--- src/rtl/fpa_control_fsm.sv ---
// fpa_control_fsm
// Sequencing controller for the FloatingPointAdder datapath. It walks one
// addition through IDLE -> ALIGN -> NORM -> ROUND -> DONE. A rounding
// overflow allows one extra NORM/ROUND pass. Special operands (Inf/NaN
// exponent, or both operands zero) skip straight to DONE.
//
// Ports
//   Clock, Reset          rising-edge clock, async active-high reset
//   Go                    start request, sampled only in IDLE
//   ExpSet, ExpDiff       ExpALU compare result and |expA - expB|
//   ExpA, ExpB            raw exponents, for special-case detection
//   FracAZero, FracBZero  fraction-is-zero flags
//   FFOValid, RoundOvf    Normalizer leading-one found / rounding carry-out
//   SelExpMux, SelSRMuxL, SelSRMuxG   pipe0 selects (Mealy, in the Go cycle)
//   ShiftRightAmount      saturated pre-add alignment shift, held until next Go
//   SelManMuxR, SelExpMuxR            rounding-loop selects (Mealy, in ROUND)
//   SREn                  normaliser shift enable (NORM)
//   Busy, Done            state != IDLE / one-cycle completion pulse
//   Special, ZeroRes      result qualifiers, valid with Done
module fpa_control_fsm #(
    parameter int SHIFT_W   = 6,
    parameter int SHIFT_SAT = 48,
    parameter int EXP_W     = 8
) (
    input  logic               Clock,
    input  logic               Reset,
    input  logic               Go,
    input  logic               ExpSet,
    input  logic [EXP_W-1:0]   ExpDiff,
    input  logic [EXP_W-1:0]   ExpA,
    input  logic [EXP_W-1:0]   ExpB,
    input  logic               FracAZero,
    input  logic               FracBZero,
    input  logic               FFOValid,
    input  logic               RoundOvf,
    output logic               SelExpMux,
    output logic               SelSRMuxL,
    output logic               SelSRMuxG,
    output logic [SHIFT_W-1:0] ShiftRightAmount,
    output logic               SelManMuxR,
    output logic               SelExpMuxR,
    output logic               SREn,
    output logic               Busy,
    output logic               Done,
    output logic               Special,
    output logic               ZeroRes
);

    localparam logic [EXP_W-1:0]   SAT_E   = EXP_W'(SHIFT_SAT);
    localparam logic [SHIFT_W-1:0] SAT_S   = SHIFT_W'(SHIFT_SAT);
    localparam logic [EXP_W-1:0]   EXP_MAX = '1;

    typedef enum logic [2:0] {IDLE, ALIGN, NORM, ROUND, DONE} state_t;

    state_t             state;
    logic               reloop;
    logic               accept;
    logic               renorm;
    logic               special_in;
    logic [SHIFT_W-1:0] shamt;

    // The pipe0 registers capture on the Go edge itself, so their selects
    // must be valid combinationally while Go is high in IDLE.
    assign accept    = (state == IDLE) & Go & ~Reset;
    assign SelExpMux = accept & ExpSet;
    assign SelSRMuxG = accept & ExpSet;
    assign SelSRMuxL = accept & ~ExpSet;

    // Likewise pipe1 recaptures the rounded value on the edge leaving ROUND.
    assign renorm     = (state == ROUND) & RoundOvf & ~reloop;
    assign SelManMuxR = renorm;
    assign SelExpMuxR = renorm;

    // Inf/NaN on either side, or 0 + 0: the datapath result is bypassed.
    assign special_in = (ExpA == EXP_MAX) | (ExpB == EXP_MAX) |
                        ((ExpA == '0) & FracAZero & (ExpB == '0) & FracBZero);

    // Shifting the 48-bit mantissa by 48 or more leaves only sticky bits.
    assign shamt = (ExpDiff < SAT_E) ? ExpDiff[SHIFT_W-1:0] : SAT_S;

    always_ff @(posedge Clock or posedge Reset) begin
        if (Reset) begin
            state            <= IDLE;
            reloop           <= 1'b0;
            ShiftRightAmount <= '0;
            SREn             <= 1'b0;
            Busy             <= 1'b0;
            Done             <= 1'b0;
            Special          <= 1'b0;
            ZeroRes          <= 1'b0;
        end else begin
            case (state)
                IDLE: begin
                    if (Go) begin
                        ShiftRightAmount <= shamt;
                        Busy             <= 1'b1;
                        if (special_in) begin
                            state   <= DONE;
                            Special <= 1'b1;
                            Done    <= 1'b1;
                        end else begin
                            state <= ALIGN;
                        end
                    end
                end
                ALIGN: begin
                    state <= NORM;
                    SREn  <= 1'b1;
                end
                NORM: begin
                    SREn <= 1'b0;
                    if (!FFOValid) begin
                        // Exact cancellation: nothing to normalise or round.
                        state   <= DONE;
                        ZeroRes <= 1'b1;
                        Done    <= 1'b1;
                    end else begin
                        state <= ROUND;
                    end
                end
                ROUND: begin
                    if (renorm) begin
                        state  <= NORM;
                        reloop <= 1'b1;
                        SREn   <= 1'b1;
                    end else begin
                        state <= DONE;
                        Done  <= 1'b1;
                    end
                end
                DONE: begin
                    state   <= IDLE;
                    Done    <= 1'b0;
                    Busy    <= 1'b0;
                    reloop  <= 1'b0;
                    Special <= 1'b0;
                    ZeroRes <= 1'b0;
                end
                default: begin
                    state   <= IDLE;
                    SREn    <= 1'b0;
                    Done    <= 1'b0;
                    Busy    <= 1'b0;
                    reloop  <= 1'b0;
                    Special <= 1'b0;
                    ZeroRes <= 1'b0;
                end
            endcase
        end
    end

endmodule

--- config.mk ---
export PLATFORM = sky130hd
export DESIGN_NAME = fpa_control_fsm
export DESIGN_NICKNAME = d
export VERILOG_FILES = /design/src/rtl/fpa_control_fsm.sv
export SDC_FILE = /design/constraint.sdc
export NUM_CORES = 1
export LEC_CHECK = 0
export ABC_CLOCK_PERIOD_IN_PS = 2700
export CORE_MARGIN = 8
export CORE_UTILIZATION = 40
export CTS_CLUSTER_DIAMETER = 40
export DETAILED_ROUTE_END_ITERATION = 12
export HOLD_SLACK_MARGIN = 0.12
export PLACE_DENSITY = 0.94
export SYNTH_ARGS = -nofsm -noshare
export SYNTH_HDL_FRONTEND = slang
export SYNTH_SLANG_ARGS = --single-unit
--- constraint.sdc ---
create_clock -name Clock -period 2.7 [get_ports Clock]
set_input_delay 0.405 -clock Clock [delete_from_list [all_inputs] [get_ports Clock]]
set_output_delay 0.405 -clock Clock [all_outputs]
set_load 0.005 [all_outputs]
; ---- Word-level counts from Yosys, hierarchy flattened
; Index checks and enable logic that the tools add are counted.
[totals]
register_bits = 15
inputBits = 32
[classes]
n_eq_ne = 11
n_bitwise = 19
reduce_logical = 14
order_cmp = 1
mux = 18
[op_table]
columns = cell, count
row1 = $eq A8 B8 Y1 const B, 2
row2 = $logic_not A8 Y1, 2
row3 = $mux W3, 4
row4 = $pmux W3 S4, 1
row5 = $ne A2 B2 Y1 const B, 5
row6 = $reduce_and A2 Y1, 5
row7 = $and A1 B1 Y1, 9
row8 = $reduce_or A3 Y1, 3
row9 = $lt A8 B6 Y1 const B, 1
row10 = $not A1 Y1, 8
row11 = $pmux W1 S2, 4
row12 = $eq A3 B2 Y1 const B, 2
row13 = $mux W1, 6
row14 = $mux W6, 1
row15 = $reduce_and A5 Y1, 1
row16 = $pmux W1 S4, 1
row17 = $eq A3 B1 Y1 const B, 1
row18 = $eq A3 B3 Y1 const B, 1
row19 = $logic_not A3 Y1, 1
row20 = $pmux W1 S3, 1
row21 = $reduce_and A3 Y1, 1
row22 = $or A1 B1 Y1, 2
row23 = $reduce_or A2 Y1, 1

; ---- Depth between registers and ports, before layout
; Gate-level depths: netlist of the first run.
[depth]
ltp_word = 8
depth_mapped = 5
depth_no_buf = 4

; ---- Worst setup path after synthesis of the first run
; No wires, ideal clock.
[synth_timing]
path_type = register -> output
start = reg state[0]
end = out SelSRMuxG
arrival_ps = 1382
t_required_ps = 2295
slack_ps = 913
path_buffers = 2
path_stages_with_launch = 5
cell_sequence = dfrtp_1 > buf_2 > nor4b_1 > and3_1 > buf_4
[synth_via]
elab_chain_len = 4
[synth_rtl]
columns = item, line_no
row1 = start: declaration, 55  ; state_t state;
row2 = start signal: assignment, 83  ; state <= IDLE;
row3 = start signal: assignment, 98  ; state <= DONE;
row4 = start signal: assignment, 102  ; state <= ALIGN;
row5 = $logic_not A3 Y1, 64  ; assign accept = (state == IDLE) & Go & ~Reset;
row6 = $and A1 B1 Y1 (2 in series), 64
row7 = $and A1 B1 Y1, --
row8 = end: declaration, 38  ; output logic SelSRMuxG,
; No other way between the ends.

; ---- Worst setup path after layout of the first run
[layout_timing]
start = reg state[0]
end = out SelSRMuxG
[layout_via]
elab_chain_len = 4
[layout_rtl]
columns = item, line_no
row1 = $logic_not A3 Y1, 64
row2 = $and A1 B1 Y1 (2 in series), 64
row3 = $and A1 B1 Y1, 66  ; assign SelSRMuxG = accept & ExpSet;
; No other way between the ends.

==> results by group, run 1 <==
CTS
  – Clk Latency, worst-skew pair: 0.28 ns
  – CTS-repair resized insts: 0
  – Cts bufs inserted: 3
  – CTS tree: yes
  – Clk slew on worst S/H paths: 0.09 ns
  – Clk buf depth: 2
  – CTS sink count: 15
  – Root buffer cell: clkbuf_4
  – Setup bufs post-CTS: 0
  – H-tree levels: 1
  – # hold bufs at CTS: 0

STA
  – Actual slew at the worst max-slew pin: 0.6928 ns
  – Setup TNS: 0 ns
  – Slew margin rel.: 52.62%
  – Setup WS post-layout: 0.3238 ns
  – Final setup violation count: 0
  – Hold Vio Cnt, Final: 0
  – Fin crit share: 88.01%
  – Min cycle time layout: 2.376 ns
  – Final hold slack: 0.5087 ns
  – Fmax: 420.8 MHz
  – Max-slew violation count: 0
  – RSZ-0062 raised after global routing: no
  – Max Clock Skew: 0.004341 ns

Synth
  – Distinct cells, synth: 28
  – Asr flop ratio synth: 100.0%
  – Main synth FF type: dfrtp_1
  – Most common cell in the synthesized netlist: dfrtp_1
  – Post-synthesis register bit count: 15
  – Mean Syn Cell Area: 10.09 sq um
  – Syn_nets: 114
  – Post-synthesis sequential area ratio: 45.39%
  – Commonest cells post-synth: dfrtp_1 (15), nor2_1 (9), a21oi_1 (8)
  – Synth area leaders: dfrtp_1 (45%), a22o_1 (5.3%), a21oi_1 (4.8%)
  – Cell taking the most area after synthesis: dfrtp_1
  – Synth top area share: 45.39%
  – Post-synth EDFFs: 0
  – Cells after Synth: 82
  – Post-synthesis cell area: 827.0 sq um
  – YS warnings: 0

Finish
  – Final Util: 69.13%
  – Final cell count without fillers: 159
  – Area growth from synthesis to layout: 63.99%
  – Post-route cell area: 0.001356 sq mm
  – Antenna diodes: 0
  – Final nets: 165
  – Layout cells sized above 1: 9.848%

Routing
  – Antenna Violating Nets Remaining: 0
  – Starting DRT DRC Count: 26
  – Post-Route WL: 2.419 mm
  – WL/cell: 15.21 microns
  – First-pass DRT Iterations: 4
  – Vias/cell: 5.365
  – DRC: 0
  – Via Count: 853

Floorplanning
  – # IOs: 48
  – Row count: 16
  – Initial Util: 42.16%
  – Die Area: 0.003779 sq mm
  – Core Area: 0.001962 sq mm
  – Die span in x: 61.47 microns
  – DIE HEIGHT: 61.47 microns

Flow run
  – Max-Cap Viols: 0

Power
  – Leak pwr: 0.5434 nW
  – Design Power: 1.012 mW
  – PwrDens: 746.3 mW/mm^2
  – Peak supply drop: 0.4709 mV

Outcome
  – Status: complete, no violations

Placement
  – GP Congestion: 0.8324
  – IO buf count: 47
  – Cell Area, Placed: 0.001330 sq mm
  – Dpl cells: 155
  – Pre-CTS WS: 0.3509 ns
  – Final HPWL DP: 2.085 mm

GRT
  – Pin count of the biggest net entering global routing: 16
  – Overall routing resource usage: 13.63%
  – Initial antenna violation count: 0
  – Gr ovfl total: 0
  – First-pass GRT wire length: 3.919 mm
  – Vias in the first global route: 916

Worst setup path
  – Critical path class: reg -> out
  – Critical R2R Launch: state[0]$_DFFE_PP0P_
  – Worst setup SP type: flop
  – Worst Reg-to-Reg Cells: 4
  – CP arrival: 1.97 ns
  – Reg-to-reg slack, setup: 0.95 ns
  – Critical path peak fanout: 12
  – CP endpoint kind: output port
  – Worst r2r dst: state[2]$_DFFE_PP0P_
  – Worst path required time: 2.30 ns

Hold path
  – Worst Hold Class: in -> async
## kinds of logic after synthesis
kind of cell	share of synthesized area, %
AO/OA/AOI/OAI	21.63
AND/OR/NAND/NOR	27.38
flip-flops	45.39
buffers and inverters	5.596
## layout by cell type, fill, tap and decap left out, drive strengths merged
cell type | netlist | final
a2111oi | 2 | 2
a211o | 1 | 1
a211oi | 2 | 2
a21oi | 8 | 8
a22o | 5 | 5
a31oi | 1 | 1
and3 | 2 | 2
buf | 3 | 3
clkbuf | 1 | 4
clkdlybuf4s50 | 0 | 47
dfrtp | 15 | 15
inv | 6 | 6
nand3 | 1 | 1
nand3b | 1 | 1
nand4 | 5 | 5
nor2 | 10 | 10
nor2b | 3 | 3
nor3 | 6 | 6
nor4 | 1 | 1
nor4b | 4 | 4
o21ai | 3 | 3
o221ai | 1 | 1
or4 | 1 | 1
## sequential cells by signal (all words and copies together), names as in the netlist
signal,flops
ZeroRes,1
Special,1
Busy,1
state,3
ShiftRightAmount,6
Done,1
reloop,1
SREn,1
## per-layer routing
| layer | vias to the layer above | global-route usage (%) | routed length, microns |
|---|---|---|---|
| met2 | 25 | 25.07 | 1283 |
| met3 | 5 | 2.505 | 94 |
| met5 | - | 0 | 0 |
| met4 | 0 | 4.545 | 43 |
| met1 | 411 | 15.26 | 997 |
| li1 | 412 | - | - |
## worst max path at each step
stage	startpoint	to	slack, ns	cells after the start
6_report	state[0]$_DFFE_PP0P_	SelSRMuxG	0.32	3
5_1_grt	state[0]$_DFFE_PP0P_	SelExpMux	0.20	3
4_1_cts	state[0]$_DFFE_PP0P_	SelSRMuxG	0.33	3
3_5_place_dp	Go	SelSRMuxG	0.35	4
3_3_place_gp	Go	SelExpMux	0.36	4
2_1_floorplan	state[0]$_DFFE_PP0P_	SelSRMuxG	0.91	4
## critical path, cell delays in order (launching register included)
cell	delay, ns
dfrtp_1	0.52
nor4b_1	0.44
and3_1	0.23
clkdlybuf4s50_1	0.50
## area by class of cell
class / count / area, sq um
Fill cell: 163 / 605.6
Timing Repair Buffer: 50 / 493.0
Multi-Input combinational cell: 57 / 405.4
Sequential cell: 15 / 375.4
Tap cell: 27 / 33.78
Clock buffer: 4 / 26.28
Inverter: 6 / 22.52
## where the power goes
group / switching [mW] / internal, mW
registers: 0.0953 / 0.312
logic: 0.190 / 0.288
clock network: 0.0690 / 0.0573
Power figures use the tool's default switching activity.
==> run 2: changes to the inputs <==
==> config.mk (replaced) <==
export PLATFORM = sky130hd
export DESIGN_NAME = fpa_control_fsm
export DESIGN_NICKNAME = d
export VERILOG_FILES = /design/src/rtl/fpa_control_fsm.sv
export SDC_FILE = /design/constraint.sdc
export NUM_CORES = 1
export LEC_CHECK = 0
export ABC_CLOCK_PERIOD_IN_PS = 1900
export CORE_MARGIN = 8
export CORE_UTILIZATION = 33
export CTS_CLUSTER_DIAMETER = 40
export DETAILED_ROUTE_END_ITERATION = 12
export HOLD_SLACK_MARGIN = 0.12
export PLACE_DENSITY = 0.84
export SYNTH_ARGS = -nofsm -noshare
export SYNTH_HDL_FRONTEND = slang
export SYNTH_SLANG_ARGS = --single-unit
==> constraint.sdc (replaced) <==
create_clock -name Clock -period 1.9 [get_ports Clock]
set_input_delay 0.285 -clock Clock [delete_from_list [all_inputs] [get_ports Clock]]
set_output_delay 0.285 -clock Clock [all_outputs]
set_load 0.005 [all_outputs]
==> run 2 against run 1 <==
  * Register-to-register slack worse by 0.82 ns
  * Global-route usage down 1.0 points
  * Utilization down 8.9 points
  * Final cell count up 9.4%
  * Highest routed layer unchanged
  * Combinational power up 91%
  * Sequential share of layout area down 1.9 points
==> results by group, run 2 (synthesis gave the netlist of run 1 again) <==
Outcome
  – Status: complete, no violations (unchanged)

Power
  – Peak supply drop: 0.8363 mV (was 0.4709 mV)
  – Leak pwr: 0.6286 nW (was 0.5434 nW)
  – PwrDens: 1111 mW/mm^2 (was 746.3 mW/mm^2)

Routing
  – First-pass DRT Iterations: 4 (unchanged)
  – Vias/cell: 5.161 (was 5.365)
  – Via Count: 898 (was 853)
  – WL/cell: 15.56 microns (was 15.21 microns)
  – Antenna Violating Nets Remaining: 0 (unchanged)
  – Post-Route WL: 2.708 mm (was 2.419 mm)
  – DRC: 0 (unchanged)
  – Starting DRT DRC Count: 16 (was 26)

Floorplanning
  – # IOs: 48 (unchanged)
  – Initial Util: 34.00% (was 42.16%)
  – DIE HEIGHT: 66.06 microns (was 61.47 microns)
  – Core Area: 0.002432 sq mm (was 0.001962 sq mm)
  – Die Area: 0.004364 sq mm (was 0.003779 sq mm)
  – Row count: 18 (was 16)
  – Die span in x: 66.06 microns (was 61.47 microns)

Finish
  – Commonest non-fill, non-tap cell in the layout: clkdlybuf4s50_1 (unchanged)
  – Largest Register: ShiftRightAmount (unchanged)
  – Antenna diodes: 0 (unchanged)
  – Largest register FFs: 6 (unchanged)
  – Most frequent cells in the layout: clkdlybuf4s50_1 (42), buf_4 (15), dfrtp_1 (14) (was clkdlybuf4s50_1 (47), dfrtp_1 (15), nor2_1 (9))
  – Layout cells sized above 1: 19.44% (was 9.848%)
  – Fillers: 192 (was 163)
  – Regs by FF count: ShiftRightAmount x6, state x3 (unchanged)
  – Final nets: 177 (was 165)
  – Area growth from synthesis to layout: 77.00% (was 63.99%)
  – Final Util: 60.19% (was 69.13%)

Worst setup path
  – Slowest-stage cell, CP: dfrtp_1 (unchanged)
  – Critical path class: reg -> out (unchanged)
  – Worst setup SP type: flop (unchanged)
  – Crit-path leading delay family: buffers and inverters (was simple AND/OR/NAND/NOR gates)
  – Buf/Inv on CP: 3 (was 1)
  – Cell depth of the worst setup path: 6 (was 3)
  – CP arrival: 1.55 ns (was 1.97 ns)
  – Worst path required time: 1.62 ns (was 2.30 ns)
  – CP endpoint kind: output port (unchanged)
  – Crit-path cells: buf_4, buf_4, nor2_4, nand3b_4, nor3_1, clkdlybuf4s15_1 (was nor4b_1, and3_1, clkdlybuf4s50_1)
  – Critical R2R Launch: state[0]$_DFFE_PP0P_ (unchanged)
  – Critical path peak fanout: 2 (was 12)
  – CP Launch Point: state[0]$_DFFE_PP0P_ (unchanged)
  – Worst Reg-to-Reg Cells: 8 (was 4)
  – Crit path top cell by count: buf_4
  – CP max stage delay: 0.40 ns (was 0.52 ns)

STA
  – Fin crit share: 96.73%
  – Max Clock Skew: 0.01149 ns (was 0.004341 ns)
  – Actual slew at the worst max-slew pin: 0.5617 ns (was 0.6928 ns)
  – Max-slew violation count: 0 (unchanged)
  – Final hold slack: 0.3536 ns (was 0.5087 ns)
  – Min cycle time layout: 1.838 ns
  – Final setup violation count: 0 (unchanged)
  – Fmax: 544.1 MHz
  – Hold Vio Cnt, Final: 0 (unchanged)
  – Slew margin rel.: 61.59% (was 52.62%)

CTS
  – Cts bufs inserted: 3 (unchanged)
  – CTS sink count: 15 (unchanged)
  – # hold bufs at CTS: 0 (unchanged)
  – Clk buf depth: 2 (unchanged)
  – H-tree levels: 1 (unchanged)
  – Clk slew on worst S/H paths: 0.09 ns (about the same)
  – Clk Latency, worst-skew pair: 0.28 ns (about the same)
  – Root buffer cell: clkbuf_4 (unchanged)
  – CTS tree: yes (unchanged)

GRT
  – Initial antenna violation count: 0 (unchanged)
  – Vias in the first global route: 985 (was 916)
  – Gr ovfl total: 0 (unchanged)
  – Pin count of the biggest net entering global routing: 16 (unchanged)
  – Overall routing resource usage: 12.63% (was 13.63%)
  – First-pass GRT wire length: 4.326 mm (was 3.919 mm)

Placement
  – Final HPWL DP: 2.167 mm (was 2.085 mm)
  – GP Congestion: 0.8291 (was 0.8324)
  – IO buf count: 47 (unchanged)

Hold path
  – Worst Hold Class: in -> async (unchanged)

Flow run
  – Max-Cap Viols: 0 (unchanged)
[run 2: cell count changes in the layout (fill, tap and decap cells not counted), sizes merged]
| cell | before | now |
|---|---|---|
| buf | 3 | 15 |
| clkdlybuf4s15 | 0 | 1 |
| clkdlybuf4s50 | 47 | 42 |
| dlygate4sd2 | 0 | 4 |
[run 2: path summary, 6_finish.rpt]
path                                                   end  slack [ns]
setup / recovery                                 SelSRMuxL        0.06
hold / removal             ShiftRightAmount[4]$_DFFE_PP0P_        0.35
setup reg to reg           ShiftRightAmount[1]$_DFFE_PP0P_        0.13
hold reg to reg            ShiftRightAmount[3]$_DFFE_PP0P_        0.51
max in group asynchronous             state[1]$_DFFE_PP0P_        1.36
min in group Clock         ShiftRightAmount[3]$_DFFE_PP0P_        0.51
[run 2: through the flow]
step                      TNS (ns)  total power [mW]  instance area [sq um]  setup slack (ns)  instances
after floorplan                  0            0.9045                  827.0            0.2335         82
after global placement     -0.5692             1.331                   1394           -0.2266        166
after detailed placement   -0.6195             1.365                   1394           -0.2569        166
after CTS                        0             1.603                   1448          0.003619        172
after global routing      -0.01115             1.751                   1464          -0.01115        174
final                            0             1.627                   1464           0.06204        174
[run 2: metal layers]
layer  GRT usage (%)  wire (microns)  vias to the layer above
met5               0               0                        -
met4           2.667              41                        0
met3           5.763             152                        4
met2           24.36            1503                       19
met1           11.81            1011                      443
li1                -               -                      432
[run 2: worst register-to-register path, cell delays in order (launching register included)]
cell and delay [ns]:
dfrtp_1 0.40, buf_4 0.15, buf_4 0.14, nor2_4 0.13
nand3b_4 0.09, buf_4 0.17, a2111oi_4 0.31, buf_4 0.19
a22o_1 0.13
[run 2: where the power goes]
part           leakage [nW]  switching (mW)  internal [mW]
Sequential            0.182          0.0856          0.447
Combinational         0.432           0.379          0.536
Clock                0.0150          0.0978         0.0815
[run 2: cell type report]
class / count / area (sq um) / share of cell area [%]
Multi-Input combinational cell: 57 / 422.9 / 28.89
Tap cell: 30 / 37.54 / 2.564
Timing Repair Buffer: 62 / 578.1 / 39.49
Clock buffer: 4 / 26.28 / 1.795
Inverter: 6 / 22.52 / 1.538
Sequential cell: 15 / 376.6 / 25.73
[run 2: what timing repair did]
action / CTS / global route
setup buffers: 2 / 2
setup endpoints to repair: 5 / 1
gates resized for setup: 9 / 1
pin swaps: 2 / 3
